### src/rtl/mul_div_ctrl.sv
// mul_div_ctrl: multi-cycle multiply/divide sequencer for the EX stage.
// It serves MULT, MULTU, DIV and DIVU with a shift-add multiplier and a
// restoring shift-subtract divider. The block holds EX through stallreq_o
// while it is busy. It then presents the HI/LO pair until EX advances.
//
// Ports:
//   clk, rst     clock, synchronous active-high reset
//   stall        pipeline stall vector; bit 2 holds EX
//   start_i      EX holds a mult/multu/div/divu instruction
//   op_i         00 MULT, 01 MULTU, 10 DIV, 11 DIVU
//   src1_i       rs operand (multiplicand / dividend)
//   src2_i       rt operand (multiplier / divisor)
//   annul_i      flush: abandon the in-flight operation
//   stallreq_o   request an EX stall
//   ready_o      hi_o/lo_o hold a valid result
//   hi_o, lo_o   product[63:32]/[31:0], or remainder/quotient
module mul_div_ctrl #(
  parameter int STALL_W = 6,
  parameter int ITER    = 32
) (
  input  logic               clk,
  input  logic               rst,
  input  logic [STALL_W-1:0] stall,
  input  logic               start_i,
  input  logic [1:0]         op_i,
  input  logic [31:0]        src1_i,
  input  logic [31:0]        src2_i,
  input  logic               annul_i,
  output logic               stallreq_o,
  output logic               ready_o,
  output logic [31:0]        hi_o,
  output logic [31:0]        lo_o
);

  localparam int CW = (ITER > 1) ? $clog2(ITER) : 1;
  localparam logic [CW-1:0] LAST = CW'(ITER - 1);

  typedef enum logic [1:0] {IDLE, BUSY, DIVZ, DONE} state_t;

  state_t        state;
  logic [CW-1:0] cnt;
  logic [63:0]   acc;     // product accumulator, or {rem, quo} while dividing
  logic [63:0]   mcand;   // multiplicand, shifted left once per iteration
  logic [31:0]   mplier;  // multiplier (shifted right), or the divisor (fixed)
  logic          is_div;
  logic          s1, s2;  // operand signs; always 0 for unsigned ops

  // Operand magnitudes for the start cycle. 0x80000000 maps to itself,
  // and that value is correct when it is read as unsigned.
  logic        sgn_op;
  logic [31:0] mag1, mag2;
  assign sgn_op = ~op_i[0];
  assign mag1   = (sgn_op & src1_i[31]) ? -src1_i : src1_i;
  assign mag2   = (sgn_op & src2_i[31]) ? -src2_i : src2_i;

  // One iteration of either engine.
  logic [63:0] mul_nxt, div_nxt, nxt;
  logic [33:0] diff;
  assign mul_nxt = acc + (mplier[0] ? mcand : 64'd0);
  // The shifted remainder can reach 33 bits, so the trial uses acc[63:31].
  assign diff    = {1'b0, acc[63:31]} - {2'b00, mplier};
  assign div_nxt = diff[33] ? {acc[62:0], 1'b0}
                            : {diff[31:0], acc[30:0], 1'b1};
  assign nxt     = is_div ? div_nxt : mul_nxt;

  // Sign fix-up applied to the value produced by the last iteration.
  logic [31:0] quo_f, rem_f;
  logic [63:0] fixed;
  assign quo_f = (s1 ^ s2) ? -nxt[31:0]  : nxt[31:0];
  assign rem_f = s1        ? -nxt[63:32] : nxt[63:32];
  assign fixed = is_div ? {rem_f, quo_f} : ((s1 ^ s2) ? -nxt : nxt);

  // The stall request is combinational in IDLE, so EX also stalls in the
  // start cycle.
  always_comb begin
    stallreq_o = 1'b0;
    case (state)
      IDLE:       stallreq_o = start_i & ~annul_i;
      BUSY, DIVZ: stallreq_o = 1'b1;
      default:    stallreq_o = 1'b0;
    endcase
  end

  always_ff @(posedge clk) begin
    if (rst) begin
      state   <= IDLE;
      cnt     <= '0;
      acc     <= '0;
      mcand   <= '0;
      mplier  <= '0;
      is_div  <= 1'b0;
      s1      <= 1'b0;
      s2      <= 1'b0;
      hi_o    <= '0;
      lo_o    <= '0;
      ready_o <= 1'b0;
    end else if (annul_i) begin
      // A flush leaves the published HI/LO untouched.
      state   <= IDLE;
      cnt     <= '0;
      ready_o <= 1'b0;
    end else begin
      case (state)
        IDLE: begin
          if (start_i) begin
            is_div <= op_i[1];
            s1     <= sgn_op & src1_i[31];
            s2     <= sgn_op & src2_i[31];
            cnt    <= '0;
            if (op_i[1] && (src2_i == 32'd0)) begin
              // Keep the raw dividend; it becomes HI unchanged.
              state <= DIVZ;
              acc   <= {32'd0, src1_i};
            end else begin
              state  <= BUSY;
              mcand  <= {32'd0, mag1};
              mplier <= mag2;
              acc    <= op_i[1] ? {32'd0, mag1} : 64'd0;
            end
          end
        end
        BUSY: begin
          acc   <= nxt;
          mcand <= {mcand[62:0], 1'b0};
          if (!is_div) mplier <= {1'b0, mplier[31:1]};
          if (cnt == LAST) begin
            state   <= DONE;
            ready_o <= 1'b1;
            hi_o    <= fixed[63:32];
            lo_o    <= fixed[31:0];
            cnt     <= '0;
          end else begin
            cnt <= cnt + 1'b1;
          end
        end
        DIVZ: begin
          state   <= DONE;
          ready_o <= 1'b1;
          hi_o    <= acc[31:0];
          lo_o    <= 32'hFFFF_FFFF;
        end
        DONE: begin
          // Hold the result while downstream keeps EX frozen.
          if (!stall[2]) begin
            state   <= IDLE;
            ready_o <= 1'b0;
          end
        end
        default: state <= IDLE;
      endcase
    end
  end

  // Only the EX bit of the stall vector matters here.
  logic unused_stall;
  if (STALL_W > 3) begin : g_hi
    assign unused_stall = ^{stall[STALL_W-1:3], stall[1:0]};
  end else begin : g_lo
    assign unused_stall = ^stall[1:0];
  end

endmodule
### config.mk
export PLATFORM = sky130hd
export DESIGN_NAME = mul_div_ctrl
export DESIGN_NICKNAME = d
export VERILOG_FILES = /design/src/rtl/mul_div_ctrl.sv
export SDC_FILE = /design/constraint.sdc
export NUM_CORES = 1
export LEC_CHECK = 0
export ABC_AREA = 1
export BUFFER_PORTS_ARGS = -buffer_cell sky130_fd_sc_hd__clkbuf_2
export CORE_UTILIZATION = 60
export CTS_CLUSTER_SIZE = 10
export DETAILED_ROUTE_END_ITERATION = 10
export GPL_TIMING_DRIVEN = 0
export PLACE_DENSITY = 0.79
export REMOVE_ABC_BUFFERS = 1
export SLEW_MARGIN = 20
export SYNTH_ARGS = -nofsm -noshare
export SYNTH_HDL_FRONTEND = slang
export SYNTH_SLANG_ARGS = --single-unit
export TNS_END_PERCENT = 100
### constraint.sdc
create_clock -name clk -period 6.1 [get_ports clk]
set_input_delay 0.305 -clock clk [delete_from_list [all_inputs] [get_ports clk]]
set_output_delay 0.305 -clock clk [all_outputs]
set_load 0.05 [all_outputs]
# Word-level counts from Yosys, hierarchy flattened
# Index checks and enable logic that the tools add are counted.
word_totals:
  output_inout_bits: 66
  word_cells: 86
  inputBits: 76
  register_bits: 235
op_classes:
  n_eq_ne: 9
  addsub: 8
  n_mux: 36
  n_reduce_logical: 16
  bitwise_logic: 6
ops:
  columns: ["op", "count"]
  rows:
  - ["$mux W64", 8]
  - ["$mux W32", 11]
  - ["$pmux W64 S2", 2]
  - ["$pmux W32 S2", 3]
  - ["$neg A32 Y32", 4]
  - ["$add A64 B64 Y64", 1]
  - ["$neg A64 Y64", 1]
  - ["$sub A33 B32 Y34", 1]
  - ["$logic_not A32 Y1", 1]
  - ["$reduce_and A3 Y1", 5]
  - ["$mux W5", 2]
  - ["$ne A2 B2 Y1 const B", 5]
  - ["$pmux W5 S2", 1]
  - ["$mux W2", 4]
  - ["$pmux W2 S4", 1]
  - ["$add A5 B1 Y5 const B", 1]
  - ["$eq A5 B5 Y1 const B", 1]
  - ["$reduce_and A5 Y1", 1]
  - ["$eq A2 B2 Y1 const B", 2]
  - ["$reduce_and A4 Y1", 1]
  - ["$reduce_bool A2 Y1", 2]
  - ["$reduce_or A2 Y1", 2]
  - ["$and A1 B1 Y1", 3]
  - ["$pmux W1 S3", 1]
  - ["other kinds (9)", 11]

# Logic depth before layout (Yosys ltp)
depth:
  ltp_word: 8
  mapped_depth: 33
  mapped_depth_nobuf: 32

# Worst setup path after synthesis
# OpenSTA, ideal clock, no wires.
synth_timing:
  kind: "register to register"
  startpoint: "register mplier[0]"
  endpoint: "register hi_o[12]"
  setup_ps: 132
  arrival_ps: 3693
  period_less_slack_ps: 3825
  required_ps: 5968
  path_slack_ps: 2275
  stages_incl_launch_ff: 33
  path_buffers: 2
  cell_sequence: "dfxtp_1 clkbuf_1 buf_1 nand2_1 inv_1 ha_1 inv_1 fa_1 inv_1 nand3_1 nand2_2 nand2_1 nand2_1 nand2_1 nand2_1 nand2_1 nand2_1 nand2_1 nand3_1 nand2_2 inv_2 ha_1 nand3_1 nor2_2 nand2_1 nor2_1 nand4_1 nand2_1 nand2_1 nand2_1 nand2_1 o21ai_0 a21oi_1"
synth_via:
  elab_chain_cells: 8
  word_cells_on_any_way: 12
  cone_classes: "4 x add/sub; 8 x mux"
synth_lines:
  columns: ["item", "line_no", "rtl"]
  rows:
  - ["start, declared", "44", "logic [31:0] mplier;"]
  - ["start signal, assigned", "117", "mplier <= mag2;"]
  - ["start signal, assigned", "125", "if (!is_div) mplier <= {1'b0, mplier[31:1]};"]
  - ["$mux W64 / $sub A33 B32 Y34 (equally long branches)", "59, 61", null]
  - ["$add A64 B64 Y64 / $mux W64 (equally long branches)", "59, 62", null]
  - ["$mux W64 (*)", "64", "assign nxt = is_div ? div_nxt : mul_nxt;"]
  - ["$neg A64 Y64 / $neg A32 Y32 (equally long branches)", "71, 70", null]
  - ["$mux W64 / $mux W32 (equally long branches)", "71, 70", null]
  - ["$mux W64 (*)", "71", "assign fixed = is_div ? {rem_f, quo_f} : ((s1 ^ s2) ? -nxt : nxt);"]
  - ["$mux W32 (*)", "126", "if (cnt == LAST) begin"]
  - ["$pmux W32 S2 (*)", "103", "case (state)"]
  - ["end signal, assigned", "129", "hi_o <= fixed[63:32];"]
  - ["end signal, assigned", "139", "hi_o <= acc[31:0];"]
  - ["end, declared", "31", "output logic [31:0] hi_o,"]
# Every way passes the cells marked *; elsewhere a longest branch is shown, timed or not. The select of a mux whose other input is x is not followed.
# A chain may end at the register's enable or synchronous reset.

# Worst setup path after layout
layout_timing:
  startpoint: "input port src2_i[0]"
  endpoint: "register mplier[18]"
layout_via:
  elab_chain_cells: 5
  word_cells_on_any_way: 9
  cone_classes: "1 x add/sub; 1 x eq/ne; 4 x mux; 3 x reduce/logical"
layout_lines:
  columns: ["item", "line_no", "rtl"]
  rows:
  - ["start, declared", "27", "input logic [31:0] src2_i,"]
  - ["$neg A32 Y32", "54", "assign mag2 = (sgn_op & src2_i[31]) ? -src2_i : src2_i;"]
  - ["$mux W32", "54", null]
  - ["$mux W32", "110", "if (op_i[1] && (src2_i == 32'd0)) begin"]
  - ["$mux W32", "105", "if (start_i) begin"]
  - ["$pmux W32 S2", "103", null]
# Parallel ways exist; a longest one is shown, timed or not. The select of a mux whose other input is x is not followed.

==> flow_metrics.tcl <==
set metrics [dict create \
    cts_sinks 235 \
    startpoint_type "input pin" \
    core-area_um2 38800 \
    crit_fanout 59 \
    htree_levels 1 \
    crit_chain "clkbuf_2, inv_1, ha_1, nand2_1, nor3_2, nand3_1, nor2_1, nand3_1, nor4_2, nand3_2, inv_1, nand2_2, nand2_4, buf_16, inv_4, nand2_4, clkinv_2, o21ai_0, a21oi_1" \
    layout_common_cells "1524 x nand2_1, 667 x inv_1, 358 x nor2_1, 311 x nand3_1, 296 x a21oi_1" \
    synth_top_family_by_area "simple AND/OR/NAND/NOR gates" \
    finalCritPeriodShare_pct 93.9 \
    synthArstFlopShare_pct 0 \
    synth-simple-area-share_pct 42.3 \
    die_area_um2 40400 \
    worstSkewPairLatency_ns 0.60 \
    layout_commonest_cell "nand2_1" \
    grt_pass1_vias 24800 \
    critical_path_required_ns 6.54 \
    dp_cells 4842 \
    wire_per_inst_um 18.7 \
    critPathKind "in2reg" \
    power.density_nw_per_um2 182 \
    chipHeight_um 201 \
    globalRouteOverflowTotal 0 \
    worstMarginPinSlew_ns 1.23 \
    grt_max_degree 84 \
    cts_root_buffer "clkbuf_16" \
    ant_nets 0 \
    die_w_um 201 \
    r2r_start "state[1]" \
    relSlewSlack_pct 17.1 \
    rows 72 \
    reg2regPathDepth 16 \
    initial_core_util_pct 61.2 \
    ys_ff_latch 235 \
    layout.nets 4544 \
    peakVddDrop_uv 255 \
    yosys.area_share.adder_pct 5.80 \
    wl_um 91300 \
    portBuffers 136 \
    grt_pass1_wl_um 139000 \
    slew_violations 0 \
    whs_path_depth 4 \
    hp-start "src1_i[2]" \
    drcViolationCount 0 \
    synth.distinct_cells 60 \
    drive_above_1_share_pct 7.46 \
    gp_congestion 1.07 \
    hold_class "in2reg" \
    max_cap_violations 0 \
    antenna_found_initial 1 \
    min_to "mcand[2]" \
    synth_seq_area_share_pct 19.8 \
    grt_usage_pct 44.1 \
    synth_edf_count 0 \
    synthXorXnorAreaFrac_pct 3.20 \
    cellLeakagePower_nw 13.9 \
    setup_tns_ns 0 \
    finalClockSkew_ns 0.0381 \
    synth_top_cell_area_share_pct 24.1 \
    syn2layout_area_growth_pct 8.24 \
    finalNonFillerCells 4888 \
    drt_iter0_markers 3564 \
    cpMaxStageDelayCell "inv_1" \
    synthMuxAreaShare_pct 0 \
    hold_buffers 0 \
    ys.flop_type "dfxtp_1" \
    multi_input_area_um2 15900 \
    setup_viol 0 \
    r2r-end "mplier[4]" \
    vias 28300 \
    max_freq_mhz 175 \
    synth_top_cell_by_area "nand2_1" \
    io_pins 142 \
    clock_path_buffers 3 \
    first_pass_iters 6 \
    ys.warnings.count 0 \
    synth_area_per_cell_um2 5.50 \
    rsz0062_at_grt "no" \
    arrival_ns 6.17 \
    min_period_ns 5.73 \
    outcome "finished, final reports clean" \
    fill_cells 3876 \
    cp-end-kind "flip-flop" \
    hold_violations 0 \
    slowest_delay_ns 0.70 \
    synthTopCellsByArea "nand2_1 24%, dfxtp_1 20%, inv_1 11%, nand3_1 6.6%, a21oi_1 6.2%" \
    path_clk_slew_ns 0.06 \
    diodes 0 \
    viasPerCell 5.78 \
    synth_compound_gate_area_share_pct 15.5 \
    numCtsBuffers 29 \
    hpwlAfterDp_um 73200 \
    syn_area_um2 23800 \
    syn_inst 4320 \
    tritoncts "built" \
    ff_latch_area_um2 4710 \
    regToRegSetupSlack_ns 0.62 \
]
worst max-delay path by stage:
stage,to,start
2_1_floorplan,mplier[0],state[1]
3_3_place_gp,mplier[3],state[1]
3_5_place_dp,mplier[3],state[1]
4_1_cts,mplier[4],state[1]
5_1_grt,mplier[18],src2_i[0]
6_report,mplier[18],src2_i[0]
critical path, delay by kind of cell:
family                   cells  cell delay [ns]
AND/OR/NAND/NOR             10             3.48
adder cells (fa/ha/maj)      1             0.17
buffers and inverters        6             1.70
AO/OA/AOI/OAI                2             0.36
flip-flops by register name, indices dropped and copies added (netlist names):
register	cells
mcand	64
lo_o	32
mplier	32
acc	64
ready_o	1
cnt	5
s2	1
s1	1
state	2
is_div	1
hi_o	32
where the power goes:
part	switching, mW	internal (mW)
Combinational	0.980	0.407
Clock	0.689	0.929
Sequential	0.0837	1.61
metal layers:
metal | vias to the layer above | wire length [um] | GRT usage, %
met2 | 1673 | 35900 | 63.3
met5 | - | 10 | 0
met4 | 2 | 3650 | 15.9
met1 | 12600 | 38700 | 62.4
li1 | 13800 | - | -
met3 | 212 | 13000 | 12.0
logic make-up (layout without fill, tap and decap cells):
| kind of cell | after synthesis | in the layout |
|---|---|---|
| xor+xnor | 87 | 87 |
| simple gates | 2406 | 2407 |
| buf+inv | 834 | 883 |
| compound gates | 649 | 649 |
| flops | 235 | 235 |
| fa+ha+maj | 109 | 109 |
area by class of cell:
cell class,instances,area share [%]
flip-flops and latches,235,18.3
well taps,518,2.52
clock buffers,37,3.05
inverters,687,10.1
multi-input cells,3252,61.9
repair buffers,153,3.85
clock inverters,5,0.219
repair inverters,1,0.0194
what timing repair did:
| item | CTS | global route |
|---|---|---|
| pin swaps | 1 | 1 |
| endpoints found under the setup margin | 62 | 19 |
| resized for setup | 5 | 3 |
| cloned | 2 | 0 |
| setup buffers | 0 | 2 |
stage by stage:
step / hold WS (ns) / setup WS (ns) / area [um2] / total power [mW] / utilization, %
2_1_floorplan: 0.367 / -3.17 / 23200 / 2.61 / -
3_3_place_gp: 0.451 / -10.30 / 24500 / 3.00 / 63.1
3_5_place_dp: 0.456 / -1.23 / 24800 / 3.04 / 64.0
4_1_cts: 0.0430 / 0.135 / 25700 / 4.65 / 66.2
5_1_grt: 0.0913 / 0.0803 / 25700 / 4.88 / 66.3
6_report: 0.0610 / 0.371 / 25700 / 4.70 / 66.3
synthesized netlist by cell type, types with 3 or more instances:
cell type and number:
o221ai_1 19, clkbuf_1 102, or2_2 6, o211ai_1 38
nor3_1 28, ha_1 107, buf_4 3, nor2_1 361
o21ai_0 178, xor2_1 66, xnor2_1 21, inv_1 671
and2_1 7, o21bai_1 11, nor2_4 6, a31oi_1 30
nand4_1 40, buf_2 15, nand3_2 6, a221oi_1 4
a21o_1 3, or2_1 4, nor2_2 31, o21ai_1 16
a21oi_2 7, clkinv_1 3, dfxtp_1 235, o221a_2 5
a21oi_1 296, inv_2 13, nor4_1 9, buf_1 24
a21oi_4 3, nand2_2 27, nand3b_1 30, a211oi_1 16
nand3_1 312, o22ai_1 11, nand2_1 1527
No activity file was read; power rests on OpenSTA's default activity.
